### src/rtl/ring_wr_cntrl_pkg.sv
// rtl/ring_wr_cntrl_pkg.sv - shared defaults and FSM encoding for the ring-buffer write controller
package ring_wr_cntrl_pkg;

    // Default ring-buffer address width and ADC sample width
    localparam int RING_SIZE   = 12;
    localparam int RING_DWIDTH = 16;

    // Width of the saturating missed-trigger counter
    localparam int MISSED_W = 8;

    typedef enum logic [1:0] {
        ST_IDLE   = 2'd0,
        ST_ARMED  = 2'd1,
        ST_POST   = 2'd2,
        ST_FROZEN = 2'd3
    } ring_state_t;

endpackage

### src/rtl/ring_posttrig_cnt.sv
// rtl/ring_posttrig_cnt.sv - post-trigger sample down-counter with last-sample flag
module ring_posttrig_cnt #(
    parameter int SIZE = 12
) (
    input  logic            sysclk,
    input  logic            rst,
    input  logic            i_load,
    input  logic [SIZE-1:0] i_load_val,
    input  logic            i_dec,
    output logic            o_last
);

    logic [SIZE-1:0] r_remaining;

    // Load on trigger, count down once per accepted post-trigger sample
    always_ff @(posedge sysclk) begin
        if (rst) begin
            r_remaining <= '0;
        end else if (i_load) begin
            r_remaining <= i_load_val;
        end else if (i_dec && (r_remaining != '0)) begin
            r_remaining <= r_remaining - 1'b1;
        end
    end

    // The sample accepted while one remains is the final one to be written
    assign o_last = (r_remaining == {{(SIZE-1){1'b0}}, 1'b1});

endmodule

### src/rtl/ring_wr_cntrl.sv
// rtl/ring_wr_cntrl.sv - triggered ring-buffer acquisition write controller
module ring_wr_cntrl
    import ring_wr_cntrl_pkg::*;
#(
    parameter int SIZE   = RING_SIZE,
    parameter int DWIDTH = RING_DWIDTH
) (
    input  logic                sysclk,
    input  logic                rst,
    input  logic                sample_valid,
    input  logic [DWIDTH-1:0]   din,
    input  logic                arm,
    input  logic                trigger,
    input  logic [SIZE-1:0]     posttrig_i,
    input  logic                rd_request,
    input  logic                ro_done_n,
    output logic                wr_en,
    output logic [SIZE-1:0]     wr_addr,
    output logic [DWIDTH-1:0]   wr_data,
    output logic [SIZE-1:0]     ain,
    output logic [SIZE-1:0]     trig_addr,
    output logic                busy,
    output logic                data_ready,
    output logic                wrapped,
    output logic                overrun,
    output logic [MISSED_W-1:0] missed_trig
);

    ring_state_t         r_state;
    logic                r_wr_en;
    logic [SIZE-1:0]     r_wr_addr;
    logic [DWIDTH-1:0]   r_wr_data;
    logic [SIZE-1:0]     r_ain;
    logic [SIZE-1:0]     r_trig_addr;
    logic                r_wrapped;
    logic                r_overrun;
    logic [MISSED_W-1:0] r_missed;
    logic                r_rd_request_q;

    logic            w_busy;
    logic            w_accept;
    logic [SIZE-1:0] w_ain_next;
    logic            w_trig_armed;
    logic            w_cnt_load;
    logic            w_cnt_dec;
    logic            w_cnt_last;
    logic            w_missed;
    logic            w_rd_fall;

    assign w_busy       = (r_state == ST_ARMED) || (r_state == ST_POST);
    // The reader owns the RAM while rd_request is high, so samples are dropped
    assign w_accept     = sample_valid && w_busy && !rd_request;
    assign w_ain_next   = r_ain + {{(SIZE-1){1'b0}}, w_accept};
    assign w_trig_armed = trigger && (r_state == ST_ARMED);
    assign w_cnt_load   = w_trig_armed && (posttrig_i != '0);
    // A sample on the trigger cycle is still pre-trigger, so only POST decrements
    assign w_cnt_dec    = w_accept && (r_state == ST_POST);
    // Arm and trigger together in IDLE just arms; it is not a missed trigger
    assign w_missed     = trigger && (((r_state == ST_IDLE) && !arm) ||
                                      (r_state == ST_POST) || (r_state == ST_FROZEN));
    assign w_rd_fall    = r_rd_request_q && !rd_request;

    ring_posttrig_cnt #(
        .SIZE (SIZE)
    ) u_posttrig_cnt (
        .sysclk     (sysclk),
        .rst        (rst),
        .i_load     (w_cnt_load),
        .i_load_val (posttrig_i),
        .i_dec      (w_cnt_dec),
        .o_last     (w_cnt_last)
    );

    // Acquisition FSM, write port, address pointer and status flags
    always_ff @(posedge sysclk) begin
        if (rst) begin
            r_state        <= ST_IDLE;
            r_wr_en        <= 1'b0;
            r_wr_addr      <= '0;
            r_wr_data      <= '0;
            r_ain          <= '0;
            r_trig_addr    <= '0;
            r_wrapped      <= 1'b0;
            r_overrun      <= 1'b0;
            r_missed       <= '0;
            r_rd_request_q <= 1'b0;
        end else begin
            r_rd_request_q <= rd_request;
            r_wr_en        <= w_accept;

            if (w_accept) begin
                r_wr_addr <= r_ain;
                r_wr_data <= din;
                r_ain     <= w_ain_next;
                if (r_ain == {SIZE{1'b1}}) begin
                    r_wrapped <= 1'b1;
                end
            end

            if (sample_valid && w_busy && rd_request) begin
                r_overrun <= 1'b1;
            end

            if (w_missed && (r_missed != {MISSED_W{1'b1}})) begin
                r_missed <= r_missed + 1'b1;
            end

            case (r_state)
                ST_IDLE: begin
                    if (arm) begin
                        r_state   <= ST_ARMED;
                        r_wrapped <= 1'b0;
                        r_overrun <= 1'b0;
                    end
                end
                ST_ARMED: begin
                    if (trigger) begin
                        r_trig_addr <= w_ain_next;
                        r_state     <= w_cnt_load ? ST_POST : ST_FROZEN;
                    end
                end
                ST_POST: begin
                    if (w_accept && w_cnt_last) begin
                        r_state <= ST_FROZEN;
                    end
                end
                ST_FROZEN: begin
                    // An aborted readout (words still remaining) keeps the capture re-readable
                    if (w_rd_fall && !ro_done_n) begin
                        r_state <= ST_IDLE;
                    end
                end
                default: r_state <= ST_IDLE;
            endcase
        end
    end

    assign wr_en       = r_wr_en;
    assign wr_addr     = r_wr_addr;
    assign wr_data     = r_wr_data;
    assign ain         = r_ain;
    assign trig_addr   = r_trig_addr;
    assign busy        = w_busy;
    assign data_ready  = (r_state == ST_FROZEN);
    assign wrapped     = r_wrapped;
    assign overrun     = r_overrun;
    assign missed_trig = r_missed;

endmodule

### config.mk
export PLATFORM = sky130hd
export DESIGN_NAME = ring_wr_cntrl
export DESIGN_NICKNAME = d
export VERILOG_FILES = /design/src/rtl/ring_wr_cntrl_pkg.sv /design/src/rtl/ring_posttrig_cnt.sv /design/src/rtl/ring_wr_cntrl.sv
export SDC_FILE = /design/constraint.sdc
export NUM_CORES = 1
export LEC_CHECK = 0
export ABC_AREA = 1
export CORE_ASPECT_RATIO = 2
export CORE_MARGIN = 10
export CORE_UTILIZATION = 42
export DETAILED_ROUTE_END_ITERATION = 7
export PLACE_DENSITY = 0.82
export SYNTH_ARGS = -nofsm -noshare
export SYNTH_HDL_FRONTEND = slang
export SYNTH_SLANG_ARGS = --single-unit
### constraint.sdc
create_clock -name sysclk -period 3.5 [get_ports sysclk]
set_input_delay 0.35 -clock sysclk [delete_from_list [all_inputs] [get_ports sysclk]]
set_output_delay 0.35 -clock sysclk [all_outputs]
set_load 0.05 [all_outputs]
Word level (Yosys, flattened, before mapping)
Cells that the tools add are included.
Widths: inputs -> output; s select.
Word-level totals
  word-level logic and storage cells: 64
  bits in registers: 78
  input port bits: 35
Operators by class
  eq/ne operators: 10
  mux-type cells: 15
  add/subtract/negate cells: 3
  reduce and logical (&&, ||, !) cells: 25
Operators with widths (count)
  $mux 12: 2
  $reduce_bool 12->1: 2
  $logic_and 1x1->1: 13
  $add 12x1->12: 1
  $eq 12x1->1 const B: 1
  $eq 12x12->1 const B: 1
  $sub 12x1->12 const B: 1
  $add 8x1->8 const B: 1
  $mux 1: 8
  $mux 2: 4
  $ne 8x8->1 const B: 1
  $pmux 2 s4: 1
  $eq 2x2->1 const B: 2
  $ne 2x1->1 const B: 2
  $ne 2x2->1 const B: 2
  $reduce_and 4->1: 1
  $logic_not 1->1: 3
  $logic_or 1x1->1: 3
  $eq 2x1->1 const B: 1
  $logic_not 2->1: 1
  $reduce_and 2->1: 1
  $reduce_bool 2->1: 1

Logic depth before layout (Yosys ltp)
  depth in word-level cells: 8
  gate-level depth with buffers: 15
  mapped depth without buffers: 14

Modules after synthesis
Synthesis repeated with hierarchy kept, for this count alone.
Unflattened totals
  cell total of the unflattened synthesis: 557
  area total of the unflattened synthesis: 3807.4 um^2
Modules (own cells, without submodules)
  ring_wr_cntrl: times used 1, cells each 392, seq. area each 1321.3 um^2, area an instance 2864.0 um^2
  ring_posttrig_cnt: times used 1, cells each 165, seq. area each 240.2 um^2, area an instance 943.4 um^2

Worst setup path before layout
No wires, ideal clock.
  kind: register -> register
  start point: reg r_state[0]
  end point: reg r_ain[10] (netlist: ain[10])
  stages on the path, launching flop included: 14
  setup slack: 0.699 ns
  period minus slack after synthesis: 2.801 ns
  path buffers: 1
  arrival time: 2.672 ns
  library setup time: 0.129 ns
  cell sequence: dfxtp_1 > inv_1 > ha_1 > nand3_4 > clkinv_2 > clkbuf_1 > ha_1 > ha_1 > nand3_1 > inv_1 > nand2_1 > nor2_1 > xor2_1 > a21oi_1
Between the ends
  longest elaborated chain between the ends: 5
Ends and longest elaborated chain
  from (decl): RTL line ring_wr_cntrl.sv:29  | ring_state_t r_state;
  from (signal assigned): RTL line ring_wr_cntrl.sv:119  | r_state <= w_cnt_load ? ST_POST : ST_FROZEN;
  $eq 2x1->1 / $eq 2x2->1 (equally long branches): RTL line ring_wr_cntrl.sv:50  | assign w_busy = (r_state == ST_ARMED) || (r_state == ST_POST);
  $logic_or 1x1->1 *: RTL line ring_wr_cntrl.sv:50
  net busy: RTL line ring_wr_cntrl.sv:22  | output logic busy,
  $logic_and 1x1->1 * (2 in a row): RTL line ring_wr_cntrl.sv:52  | assign w_accept = sample_valid && w_busy && !rd_request;
  net w_accept: RTL line ring_wr_cntrl.sv:41  | logic w_accept;
  $add 12x1->12: RTL line ring_wr_cntrl.sv:53  | assign w_ain_next = r_ain + {{(SIZE-1){1'b0}}, w_accept};
  to (signal assigned): RTL line ring_wr_cntrl.sv:94  | r_ain <= w_ain_next;
  to (decl): RTL line ring_wr_cntrl.sv:33  | logic [SIZE-1:0] r_ain;
Mark *: on every way through the listed nets, which the timed path passes. The rest lies on a longest branch.
A chain may end at the register's enable or synchronous reset.

Worst setup path in the final report
  start point: reg r_state[0]
  end point: out busy
Between the ends
  longest elaborated chain between the ends: 2
Ends and longest elaborated chain (RTL line)
  $eq 2x1->1 / $eq 2x2->1 (equally long branches): ring_wr_cntrl.sv:50
  $logic_or 1x1->1 *: ring_wr_cntrl.sv:50
  to (decl): ring_wr_cntrl.sv:22
Every way passes the cells marked *; elsewhere a longest branch is shown, timed or not.

==> summary.txt <==
Placement
  – Placement Setup Slack: 1.092 ns
  – Number of instances in the placed design: 704
  – PortBufs: 99
  – Post-DP HPWL: 8121 microns
  – Final GP Congestion: 0.8249

Logic synthesis
  – Yosys reg bits: 78
  – Number of synthesis warnings: 0
  – Most numerous cell in the Yosys netlist: nor2_1
  – Xor/xnor share of the synthesized area: 0.03327
  – Post-synthesis compound-gate area fraction: 0.1436
  – Syn Inst Count: 522
  – Mean post-synth cell area: 7.061 sq um
  – Synth Area in Simple Gates: 0.2712
  – Largest family of logic cells by synthesized area: simple AND/OR/NAND/NOR gates
  – Sequential area share after synthesis: 0.4236
  – Fraction of registers with async set or reset after synthesis: 0
  – Post-synthesis adder-cell area fraction: 0.03734
  – Top cell type's share of synthesized area: 0.4236
  – Distinct cells, synth: 27
  – Ys flop type: dfxtp_1
  – Post-Syn Area: 3686 sq um
  – Number of synthesized flops with an enable pin: 0
  – Post-synthesis mux area share: 0
  – Yosys top cell by area: dfxtp_1
  – Synth top area cells: dfxtp_1 (42%), nor2_1 (9.5%), o21ai_0 (8.0%), nand2_1 (7.1%), nand3_1 (6.8%)
  – Most frequent cells after synthesis: nor2_1 (93), dfxtp_1 (78), nand2_1 (70)
  – Syn Nets: 568

Clocking
  – Post-CTS Setup Inserts: 0
  – Clk Latency, worst-skew pair: 0.34 ns
  – Root Driver: clkbuf_16
  – Number of CTS-inserted buffers: 9
  – Clock Pin Slew Worst Setup and Hold Paths: 0.06 ns
  – Post-cts hold buffer count: 0
  – CTS sink cnt: 78
  – H-tree lvl count: 3
  – CTS tree: yes
  – Max clock buf depth: 2
  – Cts repair resizes: 0

Worst hold path
  – Hold_sp: overrun
  – Worst hold path depth: 2
  – Hold Path Class: reg -> reg

Route
  – Final ANT Viol Nets: 0
  – DR WL/cell: 15.05 microns
  – DRC: 0
  – Drt first pass iters: 4
  – Total Wirelength: 10820 microns
  – Vias: 3684
  – Iteration-0 DRC Markers: 178
  – Vias per Instance: 5.124

Global route
  – All-Layer GR Usage: 0.1650
  – Congestion Overflow GR: 0
  – Largest net degree at the start of global routing: 51
  – Vias in the first global route: 3717
  – Initial antenna violation count: 0
  – Global-route wire length before repair: 17660 microns

Cells and area
  – Fin nets: 661
  – Share of cells above drive strength 1: 0.05170
  – Final std cells w/o fill: 719
  – Fill cells: 806
  – Synth-to-Final Area Change: 35.85%
  – Antenna Cells: 0

Power and ir drop
  – Max rail drop VDD: 0.0004352 V
  – Power Dens Cells: 735.3 nW/um^2
  – Leakage: 0.002149 uW
  – Total power: 3682 uW

Die
  – CORE AREA: 8588 sq um
  – Chip Width: 86.25 microns
  – # IOs: 100
  – FP Rows: 48
  – Die area: 13150 sq um
  – Initial Util: 0.4292
  – Chip height: 152.5 microns

Timing
  – Worst slew pin tran: 0.8927 ns
  – Fin. Hold Viols: 0
  – Fmax achieved: 407.4 MHz
  – Fin crit period: 2.455 ns
  – Worst hold slack: 0.4498 ns
  – Final WS setup: 1.045 ns
  – Skew final: 0.004812 ns
  – Unrepaired setup endpoints after global routing: no
  – Pins Over Slew Limit: 0
  – Sum Neg Setup Slack: 0 ns
  – Slew margin rel.: 0.4042
  – Crit share post-route: 0.7014
  – Setup violators final: 0

Critical path
  – Worst Reg-to-Reg Cells: 12
  – Critical Setup Path Class: reg -> out
  – Critical Path RT: 3.15 ns
  – Worst setup startpoint: r_state[0]
  – Setup crit start kind: flop
  – CP Capture Type: primary output
  – Worst r2r src: r_state[0]
  – Crit-path max FO: 5
  – WP data arrival: 2.10 ns

Flow run
  – Max-Cap Viols: 0

Run status
  – Status: finished clean
[worst max-delay path, cell delays in order (launching register included)]
cell and delay, ns:
dfxtp_1 0.41, inv_1 0.11, ha_1 0.40, clkdlybuf4s50_1 0.84
[sequential cells by signal, summed over array words and instances (netlist names)]
name,cells
ain,12
missed_trig,8
overrun,1
r_rd_request_q,1
r_state,2
trig_addr,12
u_posttrig_cnt.r_remaining,12
wr_addr,12
wr_data,16
wr_en,1
wrapped,1
[area by class of cell]
type | instances | area (sq um) | share of cell area
repair buffers | 104 | 1028 | 0.2054
well taps | 100 | 125.1 | 0.02499
flip-flops and latches | 78 | 1562 | 0.3118
inverters | 63 | 237.7 | 0.04748
multi-input cells | 359 | 1789 | 0.3573
clock inverters | 6 | 40.04 | 0.007996
clock buffers | 9 | 225.2 | 0.04498
[through the flow]
step                area [sq um]  utilization
finish                      5007       0.5830
detailed placement          4742       0.5522
global route                5007       0.5830
CTS                         5007       0.5830
global placement            4742       0.5522
floorplan                   3686            -
[path summary, 6_finish.rpt]
check	end	slack [ns]
worst min-delay path	overrun	0.45
worst min register to register	overrun	0.45
worst max register to register	ain[9]	1.07
worst max-delay path	busy	1.05
[cells in the final DEF, fill, tap and decap left out]
master           netlist  final
clkdlybuf4s50_1        0     99
nand3_1               50     50
clkinv_4               0      2
nand2_2                3      3
o21bai_1               1      1
buf_4                  0      5
dfxtp_1               78     78
nand3b_1               2      2
clkinv_2               1      4
nand2_1               70     70
nand4_1                4      4
xor2_1                10     10
nor3_1                 4      4
ha_1                  11     11
clkinvlp_4             0      1
nor2_1                93     93
inv_2                  2      2
nand3_4                1      1
and2_0                 1      1
clkbuf_16              0      9
xnor2_1                4      4
a21oi_4                1      1
a211oi_1               2      2
nand2_4                1      1
a21oi_1               39     39
nor2_4                 1      1
o21ai_0               59     59
nor2_2                 2      2
inv_1                 60     60
[report_power, final]
| group | internal (uW) | switching, uW | total, uW |
|---|---|---|---|
| Combinational | 544 | 1120 | 1660 |
| Sequential | 1050 | 128 | 1180 |
| Clock | 474 | 365 | 838 |
[routing by layer]
| metal | part of all wire | track usage | up-vias | routed length, microns |
|---|---|---|---|---|
| li1 | - | - | 1859 | - |
| met4 | 0.031 | 0.08922 | 0 | 338 |
| met1 | 0.36 | 0.1561 | 1712 | 3906 |
| met2 | 0.56 | 0.3126 | 93 | 6015 |
| met5 | 0 | 0 | - | 0 |
| met3 | 0.052 | 0.03158 | 20 | 559 |
[kinds of logic (layout without fill, tap and decap cells)]
logic type / count (synthesis) / count (layout)
buf+inv: 85 / 182
simple gates: 232 / 232
flops: 78 / 78
compound gates: 102 / 102
fa+ha+maj: 11 / 11
xor+xnor: 14 / 14
No activity file was read; power rests on OpenSTA's default activity.
